==> config.mk <==
export PLATFORM = sky130hd
export DESIGN_NAME = corr_frame_rx
export DESIGN_NICKNAME = d
export VERILOG_FILES = /design/src/rtl/corr_frame_pkg.sv /design/src/rtl/corr_frame_rx_word_asm.sv /design/src/rtl/corr_frame_rx.sv
export SDC_FILE = /design/constraint.sdc
export NUM_CORES = 1
export LEC_CHECK = 0
export BUFFER_PORTS_ARGS = -buffer_cell sky130_fd_sc_hd__buf_2
export CAP_MARGIN = 5
export CORE_ASPECT_RATIO = 1.1
export CORE_UTILIZATION = 55
export DETAILED_ROUTE_END_ITERATION = 6
export GPL_TIMING_DRIVEN = 0
export PLACE_DENSITY = 0.83
export SETUP_SLACK_MARGIN = 0.4
export SYNTH_ARGS = -nofsm -noshare
export SYNTH_HDL_FRONTEND = slang
export SYNTH_HIERARCHICAL = 1
export SYNTH_SLANG_ARGS = --single-unit
==> constraint.sdc <==
create_clock -name clk -period 6.97 [get_ports clk]
set_input_delay 1.394 -clock clk [delete_from_list [all_inputs] [get_ports clk]]
set_output_delay 1.394 -clock clk [all_outputs]
set_load 0.005 [all_outputs]
==> src/rtl/corr_frame_pkg.sv <==
// Shared frame-layout constants, state encoding and trailer helpers for the
// correlator frame receiver.
package corr_frame_pkg;

  typedef enum logic [1:0] {
    ST_IDLE    = 2'd0,
    ST_PAYLOAD = 2'd1,
    ST_TRAILER = 2'd2
  } frame_state_e;

  localparam int TRAILER_LEN = 8;

  // Byte offsets of the trailer fields, counted from the first trailer byte
  localparam int TRL_ACTIVE_LINE_OFS = 0;
  localparam int TRL_DELAY_LINES_OFS = 4;
  localparam int TRL_NUM_INPUTS_OFS  = 5;
  localparam int TRL_RESOLUTION_OFS  = 6;
  localparam int TRL_PAD_OFS         = 7;

  // Cross-correlation words for every input pair and tap, plus one auto-count per input
  function automatic int num_words(input int num_inputs, input int delay_lines);
    return num_inputs * (num_inputs - 1) / 2 * delay_lines + num_inputs;
  endfunction

  function automatic int payload_bytes(input int num_inputs, input int delay_lines,
                                       input int resolution);
    return num_words(num_inputs, delay_lines) * resolution / 8;
  endfunction

  // Value a well-formed sender places at a given trailer offset; the active_line
  // bytes carry data and are never compared
  function automatic logic [7:0] trailer_expect(input int ofs, input int delay_lines,
                                                input int num_inputs, input int resolution);
    logic [7:0] val;
    val = 8'h00;
    case (ofs)
      TRL_DELAY_LINES_OFS: val = delay_lines[7:0];
      TRL_NUM_INPUTS_OFS:  val = num_inputs[7:0];
      TRL_RESOLUTION_OFS:  val = resolution[7:0];
      TRL_PAD_OFS:         val = 8'h00;
      default:             val = 8'h00;
    endcase
    return val;
  endfunction

endpackage

==> src/rtl/corr_frame_rx_word_asm.sv <==
// corr_word_assembler: gathers little-endian bytes into one RESOLUTION-bit word
// and flags, combinationally, the byte that completes it.
module corr_word_assembler
  import corr_frame_pkg::*;
#(
  parameter int RESOLUTION = 16
) (
  input  logic                  clk,
  input  logic                  rst,
  input  logic                  clear,
  input  logic [7:0]            byte_in,
  input  logic                  byte_vld,
  output logic [RESOLUTION-1:0] word,
  output logic                  word_done
);

  localparam int BPW = RESOLUTION / 8;
  localparam int PW  = (BPW > 1) ? $clog2(BPW) : 1;
  localparam logic [PW-1:0] POS_LAST = PW'(BPW - 1);

  logic [PW-1:0]         pos;
  logic [RESOLUTION-1:0] shreg;

  // Newest byte enters at the top so the first byte ends up least significant
  always_comb begin
    word = shreg >> 8;
    word[RESOLUTION-1 -: 8] = byte_in;
  end

  assign word_done = byte_vld && (pos == POS_LAST);

  always_ff @(posedge clk) begin
    if (rst || clear) begin
      pos <= '0;
    end else if (byte_vld) begin
      pos <= (pos == POS_LAST) ? '0 : pos + PW'(1);
    end
  end

  always_ff @(posedge clk) begin
    if (byte_vld) begin
      shreg <= word;
    end
  end

endmodule

==> src/rtl/corr_frame_rx.sv <==
// corr_frame_rx: decodes correlator UART frames into indexed counter words with
// a one-deep output buffer, trailer validation and silent-line timeout.
module corr_frame_rx
  import corr_frame_pkg::*;
#(
  parameter int RESOLUTION   = 16,
  parameter int NUM_INPUTS   = 8,
  parameter int DELAY_LINES  = 51,
  parameter int IDLE_TIMEOUT = 4096
) (
  input  logic                  clk,
  input  logic                  rst,
  input  logic [7:0]            rx_byte,
  input  logic                  rx_valid,
  output logic [RESOLUTION-1:0] word_data,
  output logic [15:0]           word_index,
  output logic                  word_valid,
  input  logic                  word_ready,
  output logic [31:0]           active_line,
  output logic                  frame_ok,
  output logic                  frame_err,
  output logic                  overrun
);

  localparam int PAYLOAD_BYTES = payload_bytes(NUM_INPUTS, DELAY_LINES, RESOLUTION);
  localparam logic [31:0] PB_LAST  = 32'(PAYLOAD_BYTES - 1);
  localparam logic [31:0] TO_LAST  = 32'(IDLE_TIMEOUT - 1);
  localparam logic [2:0]  TRL_LAST = 3'(TRAILER_LEN - 1);
  localparam logic [2:0]  TRL_CMP  = 3'(TRL_DELAY_LINES_OFS);

  frame_state_e state, state_nxt;
  logic [31:0] byte_cnt;
  logic [31:0] idle_cnt;
  logic [2:0]  trl_cnt;
  logic        trl_ok;
  logic [31:0] al_shadow;
  logic [15:0] word_cnt;

  logic                  asm_vld_p0;
  logic                  asm_done_p0;
  logic [RESOLUTION-1:0] asm_word_p0;
  logic                  timeout_hit;
  logic                  byte_match;
  logic                  trl_last;
  logic                  frame_good;

  // Stage p0: byte intake and word assembly
  assign asm_vld_p0 = rx_valid && (state == ST_IDLE || state == ST_PAYLOAD);

  corr_word_assembler #(
    .RESOLUTION(RESOLUTION)
  ) u_asm (
    .clk      (clk),
    .rst      (rst),
    .clear    (timeout_hit),
    .byte_in  (rx_byte),
    .byte_vld (asm_vld_p0),
    .word     (asm_word_p0),
    .word_done(asm_done_p0)
  );

  always_comb begin
    timeout_hit = (state != ST_IDLE) && !rx_valid && (idle_cnt == TO_LAST);
    byte_match  = (rx_byte == trailer_expect(int'(trl_cnt), DELAY_LINES, NUM_INPUTS,
                                             RESOLUTION));
    trl_last    = (state == ST_TRAILER) && rx_valid && (trl_cnt == TRL_LAST);
    frame_good  = trl_ok && byte_match;
    state_nxt   = state;
    case (state)
      ST_IDLE: begin
        if (rx_valid) state_nxt = (PB_LAST == 32'd0) ? ST_TRAILER : ST_PAYLOAD;
      end
      ST_PAYLOAD: begin
        if (timeout_hit) state_nxt = ST_IDLE;
        else if (rx_valid && byte_cnt == PB_LAST) state_nxt = ST_TRAILER;
      end
      ST_TRAILER: begin
        if (timeout_hit || trl_last) state_nxt = ST_IDLE;
      end
      default: state_nxt = ST_IDLE;
    endcase
  end

  // Stage p1: framing state, trailer check and the one-deep word buffer
  always_ff @(posedge clk) begin
    if (rst) begin
      state       <= ST_IDLE;
      byte_cnt    <= '0;
      idle_cnt    <= '0;
      trl_cnt     <= '0;
      trl_ok      <= 1'b1;
      al_shadow   <= '0;
      word_cnt    <= '0;
      word_valid  <= 1'b0;
      word_data   <= '0;
      word_index  <= '0;
      active_line <= '0;
      frame_ok    <= 1'b0;
      frame_err   <= 1'b0;
      overrun     <= 1'b0;
    end else begin
      state     <= state_nxt;
      frame_ok  <= trl_last && frame_good;
      frame_err <= (trl_last && !frame_good) || timeout_hit;

      if (state == ST_IDLE || rx_valid || timeout_hit) idle_cnt <= '0;
      else idle_cnt <= idle_cnt + 32'd1;

      if (timeout_hit) byte_cnt <= '0;
      else if (asm_vld_p0) begin
        if (state == ST_IDLE) byte_cnt <= 32'd1;
        else byte_cnt <= (byte_cnt == PB_LAST) ? 32'd0 : byte_cnt + 32'd1;
      end

      if (timeout_hit) trl_cnt <= '0;
      else if (state == ST_TRAILER && rx_valid) trl_cnt <= trl_cnt + 3'd1;

      if (state != ST_TRAILER) trl_ok <= 1'b1;
      else if (rx_valid && trl_cnt >= TRL_CMP && !byte_match) trl_ok <= 1'b0;

      if (state == ST_TRAILER && rx_valid && trl_cnt < TRL_CMP)
        al_shadow[{trl_cnt[1:0], 3'b000} +: 8] <= rx_byte;

      if (trl_last && frame_good) active_line <= al_shadow;

      // A completion into a full buffer is dropped unless the buffer drains this cycle
      if (timeout_hit || trl_last) begin
        word_cnt <= '0;
        if (word_valid && word_ready) word_valid <= 1'b0;
      end else if (asm_done_p0) begin
        word_cnt <= word_cnt + 16'd1;
        if (!word_valid || word_ready) begin
          word_data  <= asm_word_p0;
          word_index <= word_cnt;
          word_valid <= 1'b1;
        end else begin
          overrun <= 1'b1;
        end
      end else if (word_valid && word_ready) begin
        word_valid <= 1'b0;
      end
    end
  end

endmodule

Yosys cells after proc, flatten, opt, wreduce, memory -nomap -nowiden:

Index checks and enable logic that the tools add are counted.

* logic and storage cells: 90
* flip-flop bits (word level): 203

* magnitude comparators: 2
* mux-type cells: 14
* eq/ne operators: 14
* add/subtract/negate cells: 6
* shifts and indexed selects: 2
* reduce and logical (&&, ||, !) cells: 34
* bitwise logic cells: 2

Operator list (count)
* $add 32x1->32 const B: 2
* $eq 32x12->1 const B: 2
* $mux 32: 2
* $bwmux 32: 1
* $shift 8x7->32 const A: 1
* $shiftx 8x7->32: 1
* $pmux 6 s3: 1
* $add 16x1->16 const B: 1
* $logic_and 1x1->1: 14
* $eq 3x3->1 const B: 4
* $reduce_and 3->1: 3
* $eq 8x8->1: 1
* $mux 2: 4
* $reduce_or 2->1: 4
* $logic_or 1x1->1: 7
* $neg 5->7: 1
* $pmux 2 s3: 1
* $mux 1: 5
* $logic_not 1->1: 4
* $ne 2x2->1 const B: 2
* $add 3x1->3 const B: 1
* $ge 3x3->1 const B: 1
* $lt 3x3->1 const B: 1
* $ne 3x1->1 const B: 1
* 8 further kinds: 9

Logic depth before layout (Yosys ltp):

* word-level depth: 7
* depth in mapped cells: 10

Cells and area by module:

Netlist, hierarchy kept.

By module, submodules not included
* corr_frame_rx: cells each 880, instances 1, area each 7891.3 sq um
* corr_word_assembler: cells each 20, instances 1, area each 346.6 sq um

Worst setup path before layout:

OpenSTA, ideal clock, no wires.

* path kind: input-to-reg
* from: input rx_valid
* to: register word_cnt[11]
* data required time: 6.855 ns
* arrival time: 3.663 ns
* path slack: 3.193 ns
* cell stages on the path: 10
* cell sequence: clkbuf_1 > nor2b_1 > clkbuf_1 > and2_2 > buf_6 > nand4_1 > nor3_1 > and3_1 > xnor2_1 > nor2_1

* elaborated cells between the ends (all ways): 9

RTL lines
* start, declared: RTL line corr_frame_rx.sv:14 `input logic rx_valid,`
* $logic_and 1x1->1: RTL line corr_frame_rx.sv:48 `assign asm_vld_p0 = rx_valid && (state == ST_IDLE || state == ST_PAYLOAD);`
* via asm_vld_p0: RTL line corr_frame_rx.sv:39 `logic asm_vld_p0;`
* $logic_and 1x1->1: RTL line corr_frame_rx_word_asm.sv:30 `assign word_done = byte_vld && (pos == POS_LAST);`
* via asm_done_p0: RTL line corr_frame_rx.sv:40 `logic asm_done_p0;`
* end signal, assigned: RTL line corr_frame_rx.sv:131 `word_cnt <= word_cnt + 16'd1;`
* end, declared: RTL line corr_frame_rx.sv:37 `logic [15:0] word_cnt;`

The timed path passes the listed nets, and every way through them passes these cells.
A chain may end at the register's enable or synchronous reset.

Final worst setup path:

* from: input rx_valid
* to: register word_cnt[15]

Same word-level chain as after synthesis.

==> results.json <==
{
  "final_max_slew_viol_count": 0,
  "hpwl_um": 11700,
  "drc": 0,
  "startpoint": "rx_valid",
  "ios": 80,
  "ff2ff_path_depth": 10,
  "path_clk_slew_ns": 0.07,
  "via_count": 6462,
  "cts.htree.levels": 4,
  "skew_ns": 0.00898,
  "cts_buffers": 17,
  "synth.distinct_cells": 60,
  "start_kind": "input port",
  "die_w_um": 119,
  "place_ws_ns": 2.54,
  "syn_to_final_growth_pct": 15.6,
  "place_congestion": 0.828,
  "drt_iter0_markers": 457,
  "dieArea_um2": 15500,
  "dr.pass1.iters": 5,
  "synth_ff_type": "dfxtp_1",
  "mostFrequentLayoutCell": "dfxtp_1",
  "crit_path_end": "word_cnt[15]$_SDFFE_PP0P_",
  "synth_async_sr_flop_share_pct": 0,
  "fin_crit_sh_pct": 57.7,
  "layout-drive-gt1-share_pct": 14.5,
  "synth_cells": 900,
  "ant_nets": 0,
  "core_um2": 14500,
  "avgSynthCellArea_um2": 9.15,
  "tightest_slew_ns": 1.33,
  "grt_pass1_wl_um": 28700,
  "crit_fanout": 19,
  "min_path_type": "reg2reg",
  "nNetsFinal": 1019,
  "hold_buffers": 0,
  "power.density_nw_per_um2": 240,
  "synth-edff-count": 8,
  "antenna_found_initial": 2,
  "track_usage_pct": 23.1,
  "vias_per_cell": 5.36,
  "setup_viol": 0,
  "die_height_um": 130,
  "slew_headroom_pct": 10.4,
  "rrSetupSlack_ns": 3.86,
  "synth_area_um2": 8240,
  "timing.rr.start": "state[1]$_SDFFE_PP0P_",
  "fmax_ghz": 0.248,
  "post-cts-setup-buffer-count": 0,
  "cap_violations": 0,
  "yosysSeqAreaShare_pct": 48.4,
  "fin_hold_ws_ns": 0.455,
  "clock_path_buffers": 2,
  "ir_worst_vdd_mv": 0.158,
  "routedWlPerCell_um": 14.3,
  "synthesis.nets": 920,
  "initial_utilization_pct": 56.8,
  "critPathRequiredTime_ns": 7.29,
  "rsz0062_at_grt": "false",
  "cp-end-kind": "flop",
  "cts_sinks": 195,
  "critPathKind": "in2reg",
  "cts_tree": "built",
  "drt_wl_total_um": 17300,
  "period_minus_slack_ns": 4.03,
  "hold_viol_final": 0,
  "critPathArrivalTime_ns": 4.34,
  "r2r-end": "word_cnt[15]$_SDFFE_PP0P_",
  "total_leakage_power_nw": 3.49,
  "ys_warn_count": 6,
  "total_power_mw": 2.29,
  "grt_pass1_vias": 6000,
  "core.rowCount": 46,
  "grt_max_degree": 20,
  "clkLatencyLatePin_ns": 0.44,
  "synth_seq_cells": 195,
  "root_buffer": "clkbuf_16",
  "portBuffers": 79,
  "final_cell_mix": "dfxtp_1 (187), nor2_1 (133), nand2_1 (124)",
  "cts_resized": 0,
  "run_status": "finished clean",
  "fin_setup_tns_ns": 0,
  "grt_overflow_total": 0,
  "worst_slack_ns": 2.94
}
-- layer usage --
layer	up-vias	share of wire (%)	global-route usage, %
met5	-	0.046	0
met4	2	2.0	8.56
met3	39	3.8	4.90
met2	135	48	39.7
met1	3014	46	28.7
li1	3272	-	-
-- kinds of logic (layout without fill, tap and decap cells) --
logic type | after synthesis | in the layout | share of synthesized area, %
xor+xnor | 74 | 74 | 7.87
compound gates | 62 | 62 | 4.65
simple gates | 429 | 429 | 24.6
fa+ha+maj | 8 | 8 | 1.22
other cells | 0 | 1 | 0
buf+inv | 65 | 177 | 5.13
mux | 67 | 67 | 8.14
flops | 195 | 195 | 48.4
-- Yosys cell counts, types with 9 or more instances --
master    instances  share of area, %
a21oi_1          41               2.5
and3_1           11              0.84
and4_1            9              0.96
buf_4            11               1.0
clkbuf_1         24               1.1
dfxtp_1         187                45
inv_1            11              0.50
mux2i_1          67               8.1
nand2_1         124               5.7
nand3_1          60               3.6
nand4_1          23               1.7
nor2_1          133               6.1
nor3_1           15              0.91
nor4_1           19               1.4
xnor2_1          35               3.7
xor2_1           39               4.1
-- worst min path at each step --
stage | startpoint | endpoint | slack, ns | depth (start not counted)
after floorplan | al_shadow[0]$_SDFFE_PP0P_ | al_shadow[0]$_SDFFE_PP0P_ | 0.43 | 2
after global placement | word_index[11]$_SDFFE_PP0P_ | word_index[11]$_SDFFE_PP0P_ | 0.44 | 2
after detailed placement | al_shadow[12]$_SDFFE_PP0P_ | al_shadow[12]$_SDFFE_PP0P_ | 0.44 | 2
after CTS | word_data[4]$_SDFFE_PP0P_ | word_data[4]$_SDFFE_PP0P_ | 0.46 | 2
after global routing | al_shadow[0]$_SDFFE_PP0P_ | al_shadow[0]$_SDFFE_PP0P_ | 0.47 | 2
final | al_shadow[21]$_SDFFE_PP0P_ | al_shadow[21]$_SDFFE_PP0P_ | 0.46 | 2
-- worst max-delay path, cell delays in order --
cell and delay, ns:
buf_2 0.09, clkbuf_1 0.35, nor2b_1 0.27, clkbuf_1 0.75, and2_2 0.29, buf_6 0.14
nand4_1 0.19, nor3_1 0.48, nand3_1 0.15, xor2_1 0.19, nor2_1 0.06
-- per-stage QoR --
| stage | util (%) | instance area, um2 | cells |
|---|---|---|---|
| global route | 65.7 | 9520 | 1204 |
| floorplan | - | 8240 | 900 |
| global placement | 61.2 | 8870 | 1171 |
| detailed placement | 61.2 | 8880 | 1172 |
| CTS | 65.7 | 9520 | 1204 |
| finish | 65.7 | 9530 | 1205 |
-- final cells by class --
type / instances / area, um2
well taps: 192 / 240
inverters: 12 / 45.0
clock buffers: 20 / 478
clock inverters: 12 / 166
multi-input cells: 640 / 3830
flip-flops and latches: 195 / 3980
diodes: 1 / 2.50
plain buffers: 53 / 378
fillers: 1141 / 4980
repair buffers: 80 / 400
-- state kept, by name, indices dropped and copies added (netlist names) --
| register | flops |
|---|---|
| state | 2 |
| active_line | 32 |
| idle_cnt | 32 |
| u_asm/pos | 1 |
| trl_cnt | 3 |
| word_data | 16 |
| word_valid | 1 |
| overrun | 1 |
| frame_ok | 1 |
| frame_err | 1 |
| word_index | 16 |
| u_asm/shreg | 8 |
| trl_ok | 1 |
| al_shadow | 32 |
| word_cnt | 16 |
| byte_cnt | 32 |
-- report_power, final --
group | total (mW) | switching [mW] | leakage, nW | internal (mW)
logic | 0.0938 | 0.0574 | 1.58 | 0.0364
registers | 1.14 | 0.00635 | 1.59 | 1.13
clock network | 1.05 | 0.440 | 0.320 | 0.614
total | 2.29 | 0.504 | 3.49 | 1.78
No activity file was read; power rests on OpenSTA's default activity.
